<file path="src/rtl/sram_pkg.sv">
// Shared types and default geometry for the 1-bit SRAM cell array
// and the scan reader that walks it.
package sram_pkg;

    localparam int SRAM_ADDR_W = 2;
    localparam int SRAM_DEPTH  = 4;
    localparam int SRAM_CNT_W  = 3;

    typedef enum logic [1:0] {
        IDLE = 2'd0,
        SCAN = 2'd1,
        HOLD = 2'd2
    } scan_state_e;

endpackage

</file>
<file path="src/rtl/sram_scan_reader.sv">
// Walks SRAM addresses 0..DEPTH-1, packs the read bits into a word,
// counts the ones and offers the result on a valid/ready handshake.
module sram_scan_reader
    import sram_pkg::*;
#(
    parameter int ADDR_W = SRAM_ADDR_W,
    parameter int DEPTH  = SRAM_DEPTH,
    parameter int CNT_W  = SRAM_CNT_W
) (
    input  logic              clk,
    input  logic              rst,
    input  logic              start,
    output logic [ADDR_W-1:0] mem_addr,
    input  logic              mem_dout,
    output logic              busy,
    output logic              out_valid,
    input  logic              out_ready,
    output logic [DEPTH-1:0]  out_word,
    output logic [CNT_W-1:0]  out_ones
);

    scan_state_e       state_q, state_d;
    logic [ADDR_W-1:0] addr_q, addr_d;
    logic [DEPTH-1:0]  acc_word_q, acc_word_d;
    logic [CNT_W-1:0]  acc_ones_q, acc_ones_d;
    logic [DEPTH-1:0]  word_q, word_d;
    logic [CNT_W-1:0]  ones_q, ones_d;

    logic [DEPTH-1:0]  cap_word;
    logic [CNT_W-1:0]  cap_ones;
    logic              last;

    always_ff @(posedge clk) begin
        if (rst) begin
            state_q    <= IDLE;
            addr_q     <= '0;
            acc_word_q <= '0;
            acc_ones_q <= '0;
            word_q     <= '0;
            ones_q     <= '0;
        end else begin
            state_q    <= state_d;
            addr_q     <= addr_d;
            acc_word_q <= acc_word_d;
            acc_ones_q <= acc_ones_d;
            word_q     <= word_d;
            ones_q     <= ones_d;
        end
    end

    // Accumulator contents including the bit read this cycle.
    always_comb begin
        cap_word = acc_word_q;
        for (int i = 0; i < DEPTH; i++) begin
            if (addr_q == ADDR_W'(i)) begin
                cap_word[i] = mem_dout;
            end
        end
        cap_ones = acc_ones_q + CNT_W'(mem_dout);
        last     = (addr_q == ADDR_W'(DEPTH - 1));
    end

    always_comb begin
        state_d    = state_q;
        addr_d     = addr_q;
        acc_word_d = acc_word_q;
        acc_ones_d = acc_ones_q;
        word_d     = word_q;
        ones_d     = ones_q;
        unique case (state_q)
            IDLE: begin
                addr_d     = '0;
                acc_word_d = '0;
                acc_ones_d = '0;
                if (start) begin
                    state_d = SCAN;
                end
            end
            SCAN: begin
                acc_word_d = cap_word;
                acc_ones_d = cap_ones;
                if (last) begin
                    state_d = HOLD;
                    addr_d  = '0;
                    word_d  = cap_word;
                    ones_d  = cap_ones;
                end else begin
                    addr_d = addr_q + ADDR_W'(1);
                end
            end
            HOLD: begin
                if (out_ready) begin
                    state_d = IDLE;
                end
            end
            default: begin
                state_d = IDLE;
                addr_d  = '0;
            end
        endcase
    end

    assign mem_addr  = addr_q;
    assign busy      = (state_q != IDLE);
    assign out_valid = (state_q == HOLD);
    assign out_word  = word_q;
    assign out_ones  = ones_q;

endmodule

</file>
<file path="config.mk">
export PLATFORM = sky130hd
export DESIGN_NAME = sram_scan_reader
export DESIGN_NICKNAME = d
export VERILOG_FILES = /design/src/rtl/sram_pkg.sv /design/src/rtl/sram_scan_reader.sv
export SDC_FILE = /design/constraint.sdc
export NUM_CORES = 1
export LEC_CHECK = 0
export BUFFER_PORTS_ARGS = -buffer_cell sky130_fd_sc_hd__buf_2
export CAP_MARGIN = 0
export CORE_MARGIN = 1
export CORE_UTILIZATION = 55
export CTS_BUF_LIST = sky130_fd_sc_hd__clkbuf_4 sky130_fd_sc_hd__clkbuf_8
export DETAILED_ROUTE_END_ITERATION = 16
export PLACE_DENSITY = 0.79
export SYNTH_ARGS = -nofsm -noshare
export SYNTH_HDL_FRONTEND = slang
export SYNTH_SLANG_ARGS = --single-unit
export TNS_END_PERCENT = 30
</file>
<file path="constraint.sdc">
create_clock -name clk -period 1.4 [get_ports clk]
set_input_delay 0 -clock clk [delete_from_list [all_inputs] [get_ports clk]]
set_output_delay 0 -clock clk [all_outputs]
set_load 0.005 [all_outputs]
</file>
==> metrics.cfg, run 1 <==
[placement]
io_buffers = 15
dp_hpwl_um = 1050
gp_congestion = 0.7766
place_ws_ns = 0.1146

[sta]
finalCriticalPeriod_ns = 1.285
hold_violations = 1
tightest_slew_ns = 0.3626
slew_headroom_pct = 75.83
skew_ns = 0.001266
setup_viol = 0
finalCritPeriodShare_pct = 91.77
rsz0062_at_grt = false
fmax_mhz = 778.4
maxSlewViolCount = 0
fin_ws_ns = 0.1153
whs_ns = -0.007538
setup_tns_ns = 0

[layout]
n_antenna_cell = 0
nFillCells = 111
area_growth_pct = 15.69
drive_above_1_share_pct = 32.08
nets = 118

[clock_network]
clock-root-buffer = clkbuf_4
cts_buffers = 3
clk_path_buf_depth = 2
clkTransAtPathRegs_ns = 0.10
clk_latency_ns = 0.29
cts_max_level = 1
cts.sinks = 17
cts_tree = yes
cts_setup_buffers = 0

[logic_synthesis]
muxShareOfSynthArea_pct = 6.033
ys_ff_latch = 17
synth_compound_area_share_pct = 16.59
synth.distinct_cells = 25
yosys_warnings = 0
synth_fa_ha_area_share_pct = 9.050
synth_fp_nets = 97
synth-xor-area-share_pct = 1.056
avgSynthCellArea_sq_um = 9.646
synth_area_sq_um = 829.5
yosysSeqAreaShare_pct = 41.03
syn_inst = 86
synth-simple-area-share_pct = 19.00
synth_top_family_by_area = simple AND/OR/NAND/NOR gates

[die]
rows = 13
core_sq_um = 1350
io_pins = 16
dieArea_sq_um = 1668
fp.dieW_um = 40.84
start_util_pct = 61.45
die_h_um = 40.84

[critical_path]
path_cells = ha_1 -> and3b_1 -> buf_4 -> nand2b_1 -> a21oi_1
reg2reg_slack_ns = 0.12
cp.arrival_ns = 1.46
cp.required_ns = 1.58
reg2regPathDepth = 5
start_kind = flip-flop
worstSetupPathType = reg2reg
critical_path.max_fanout = 10
cp_slowest_stage_delay_ns = 0.40
worst_setup_path_end_kind = flip-flop
cp_slowest_cell = dfxtp_1

[power]
leakage_uw = 0.0004244
pwr-share-seq_pct = 57.4
p_sw_share_pct = 23.88
finalPower_uw = 869.9
p_int_uw = 662.1
cellPowerDensity_nw_per_um2 = 906.4
switchingPower_uw = 207.8
pwr-share-comb_pct = 9.5
p_clk_share_pct = 33.1
peakVddDrop_uv = 608.1

[grt]
grt_pass1_vias = 533
grt_pass1_wl_um = 2201
grt_max_degree = 18
grt.overflow.total = 0
grtUsageTotal_pct = 20.23
antenna_found_initial = 0

[run_status]
violations = hold timing
outcome = complete, but fails checks

[drt]
wirelength_um = 1497
drtAntennaViolNets = 0
via_count = 653
dr.pass1.iters = 4
drt_first_iter_violations = 14
drc = 0
via_per_inst = 5.397
wl_per_cell_um = 12.37

[job]
maxCapViolations = 0

[hold_path]
hp-class = in2reg
worstHoldPathCells = 4

==> cells in the mapped netlist, drive strengths merged <==
cell type / n / share of area [%]
o21ai: 4 / 2.4
or2: 1 / 0.75
inv: 3 / 1.4
clkbuf: 3 / 1.5
dfxtp: 17 / 41
mux2i: 5 / 6.0
nand2b: 1 / 0.75
nor2: 13 / 7.1
nand2: 1 / 0.45
a22oi: 4 / 3.6
buf: 3 / 4.4
a211oi: 4 / 6.0
nand3: 3 / 1.8
xnor2: 1 / 1.1
o21a: 1 / 0.91
and3b: 1 / 1.1
nor2b: 7 / 5.3
and2b: 1 / 0.91
nand3b: 1 / 0.91
ha: 6 / 9.0
a21oi: 6 / 3.6
==> logic make-up after synthesis <==
family,Yosys count
flip-flops,17
buffers and inverters,9
multiplexers,5
XOR/XNOR,1
AND/OR/NAND/NOR,29
adder cells (fa/ha/maj),6
AO/OA/AOI/OAI,19
==> sequential cells by signal, summed over array words and instances (netlist names) <==
name / flops
acc_ones_q: 3
out_word: 4
out_ones: 3
state_q: 2
mem_addr: 2
acc_word_q: 3
==> path summary, 6_finish.rpt <==
check	start	to
max reg2reg	mem_addr[1]	out_word[3]
max	mem_addr[1]	out_word[3]
min reg2reg	acc_word_q[0]	acc_word_q[0]
min	out_ready	state_q[1]
==> layout make-up <==
class	instances	area, sq um	area share (%)
clock buffers	4	30.03	3.129
inverters	3	11.26	1.173
flip-flops and latches	17	340.3	35.46
repair buffers	22	130.1	13.56
multi-input cells	60	429.2	44.72
well taps	15	18.77	1.956
==> cell usage in the layout, fill, tap and decap left out <==
| master | synthesis | final |
|---|---|---|
| a21oi_1 | 6 | 6 |
| dlygate4sd3_1 | 0 | 1 |
| or2_2 | 1 | 1 |
| o21ai_0 | 4 | 4 |
| ha_1 | 6 | 6 |
| nand3b_1 | 1 | 1 |
| nand2b_1 | 1 | 1 |
| nor2b_1 | 7 | 7 |
| nand3_1 | 3 | 3 |
| and3b_1 | 1 | 1 |
| inv_1 | 3 | 3 |
| and2b_1 | 1 | 1 |
| xnor2_1 | 1 | 1 |
| mux2i_1 | 5 | 5 |
| nor2_2 | 4 | 4 |
| o21a_1 | 1 | 1 |
| a22oi_1 | 4 | 4 |
| dfxtp_1 | 17 | 17 |
| nor2_1 | 9 | 9 |
| buf_4 | 0 | 6 |
| clkbuf_4 | 0 | 4 |
| buf_2 | 1 | 15 |
| a211oi_2 | 4 | 4 |
| nand2_1 | 1 | 1 |
==> what timing repair did <==
action / CTS / global route
hold endpoints to repair: 1 / 0
hold buffers: 1 / 0
resized for setup: 0 / 0
setup endpoints to repair: 0 / 0
==> power groups by stage <==
stage / clock, uW / sequential, uW / combinational (uW)
after floorplan: 0 / 509 / 51.2
after global placement: 0 / 510 / 78.6
after detailed placement: 0 / 511 / 80.1
after CTS: 289 / 499 / 82.7
after global routing: 302 / 501 / 91.6
final: 288 / 499 / 82.8
==> critical path, delay by kind of cell, from the launching register on <==
| family | cells | cell delay (ns) |
|---|---|---|
| AO/OA/AOI/OAI | 1 | 0.06 |
| adder cells (fa/ha/maj) | 1 | 0.19 |
| buffers and inverters | 1 | 0.20 |
| flip-flops | 1 | 0.40 |
| AND/OR/NAND/NOR | 2 | 0.32 |
==> through the flow <==
step | util, % | cells | cell area [sq um]
6_report | 71.08 | 121 | 959.7
5_1_grt | 71.08 | 121 | 959.7
4_1_cts | 71.08 | 121 | 959.7
3_5_place_dp | 68.12 | 116 | 919.6
3_3_place_gp | 68.12 | 116 | 919.6
2_1_floorplan | - | 86 | 829.5
==> metal layers <==
metal	track usage [%]	vias up	wire length (um)
li1	-	330	-
met2	32.81	13	691
met5	0	-	0
met1	25.58	308	742
met4	7.500	0	21
met3	4.891	2	43
Note: power is estimated with default switching activity, not from simulation.
==> run 2: changes to the inputs <==
Settings changed: REMOVE_ABC_BUFFERS set to 1.
==> run 2 against run 1 <==
Net effect:
- the flow now finishes without violations
- core utilization stayed put
- clock-buffer cell count is 1 lower
- critical path depth stayed put
- largest cell class unchanged
- largest power group unchanged
==> metrics.cfg, run 2 (synthesis gave the netlist of run 1 again) <==
[critical_path]
worst_setup_path_end_kind = flip-flop
cp_slowest_stage_delay_ns = 0.40
reg2regPathDepth = 5
reg2reg_slack_ns = 0.1
path_cells = ha_1 -> and3b_1 -> buf_12 -> mux2i_1 -> nor2_1
cp_slowest_cell = dfxtp_1
start_kind = flip-flop
cp.arrival_ns = 1.48
cp.required_ns = 1.58
critical_path.max_fanout = 13
rr_endpoint = out_ones[0]
r2r_start = mem_addr[1]
worstSetupPathType = reg2reg

[drt]
dr.pass1.iters = 3
via_per_inst = 5.350
via_count = 642
wirelength_um = 1539
drtAntennaViolNets = 0
drt_first_iter_violations = 8
wl_per_cell_um = 12.83
drc = 0

[placement]
placedCellCount = 116
dp_hpwl_um = 1139
gp_congestion = 0.7405
io_buffers = 15
place_ws_ns = 0.09959

[layout]
largest_reg_flops = 4
area_growth_pct = 15.69
nets = 117
final_common_cell = dfxtp_1
drive_above_1_share_pct = 32.38
layout_common_cells = 17 x dfxtp_1, 15 x buf_2, 9 x nor2_1
seq_area_sq_um = 340.3
nFillCells = 107
n_antenna_cell = 0
multi_input_area_sq_um = 429.2
stdcell_count = 120

[grt]
antenna_found_initial = 0
grt_pass1_wl_um = 2249
grt.overflow.total = 0
use_met1_pct = 25.50
grt_max_degree = 18
grtUsageMet3_pct = 3.261
grt_use_met2_pct = 35.16
grt_pass1_vias = 536
top_usage_layer = met2
grtUsageTotal_pct = 20.54

[sta]
maxSlewViolCount = 0
setup_viol = 0
skew_ns = 0.008374
finalCriticalPeriod_ns = 1.302
finalCritPeriodShare_pct = 92.97
tightest_slew_ns = 0.3409
slew_headroom_pct = 77.27
hold_violations = 0
fin_ws_ns = 0.09838
rsz0062_at_grt = false
fmax_mhz = 768.3
whs_ns = 0.01425

[run_status]
outcome = finished clean

[die]
fp.dieW_um = 40.84
dieArea_sq_um = 1668
die_h_um = 40.84
rows = 13
start_util_pct = 61.45
io_pins = 16
core_sq_um = 1350

[clock_network]
cts_tree = yes
clk_path_buf_depth = 2
cts_buffers = 3
clk_latency_ns = 0.29
cts.sinks = 17
clkTransAtPathRegs_ns = 0.11
cts_resized = 0
cts_hold_repair.buffers = 0
clock-root-buffer = clkbuf_4
cts_setup_buffers = 0
cts_max_level = 1

[hold_path]
hold_end = state_q[1]
worstHoldPathCells = 4
hp-class = in2reg
min_from = out_ready

[power]
peakVddDrop_uv = 708.4
finalPower_uw = 844.1
leakage_uw = 0.0004222
cellPowerDensity_nw_per_um2 = 879.6

[job]
maxCapViolations = 0

## run 2: cell types whose count changed in the layout (fill, tap and decap cells not counted), sizes merged
cell and delta:
dlygate4sd3 -1, clkinv +1, clkbuf -1
## run 2: worst max-delay path by stage
stage	start	end	depth (start not counted)
2_1_floorplan	mem_addr[0]	out_ones[0]	4
3_3_place_gp	mem_addr[1]	out_ones[0]	5
3_5_place_dp	mem_addr[1]	out_ones[0]	5
4_1_cts	mem_addr[1]	out_ones[0]	5
5_1_grt	mem_addr[1]	out_ones[1]	5
6_report	mem_addr[1]	out_ones[0]	5
## run 2: critical path, delay by kind of cell (launching register included)
| kind | cells | cell delay, ns |
|---|---|---|
| flops | 1 | 0.40 |
| fa+ha+maj | 1 | 0.19 |
| simple gates | 2 | 0.26 |
| buf+inv | 1 | 0.16 |
| mux | 1 | 0.20 |
## run 2: power breakdown
group	internal (uW)	switching, uW
Combinational	39.2	42.4
Clock	106	157
Sequential	491	8.32
## run 2: routing by layer
| metal | part of all wire [%] | vias to the layer above |
|---|---|---|
| met1 | 48 | 301 |
| met2 | 49 | 10 |
| met3 | 2.3 | 2 |
| met5 | 0 | - |
| met4 | 0.78 | 0 |
| li1 | - | 329 |
## run 2: area by class of cell
cell class / count / share of cell area [%]
inverter: 3 / 1.173
clock buffer: 3 / 2.347
tap: 15 / 1.956
sequential: 17 / 35.46
clock inverter: 1 / 0.5215
timing repair buffer: 21 / 13.82
multi-input combinational: 60 / 44.72
## run 2: stage by stage
| step | setup TNS [ns] | cell area, sq um | utilization, % |
|---|---|---|---|
| after global placement | 0 | 932.1 | 69.05 |
| after detailed placement | 0 | 932.1 | 69.05 |
| after floorplan | -0.1019 | 780.7 | - |
| after global routing | 0 | 959.7 | 71.08 |
| after CTS | 0 | 959.7 | 71.08 |
| final | 0 | 959.7 | 71.08 |
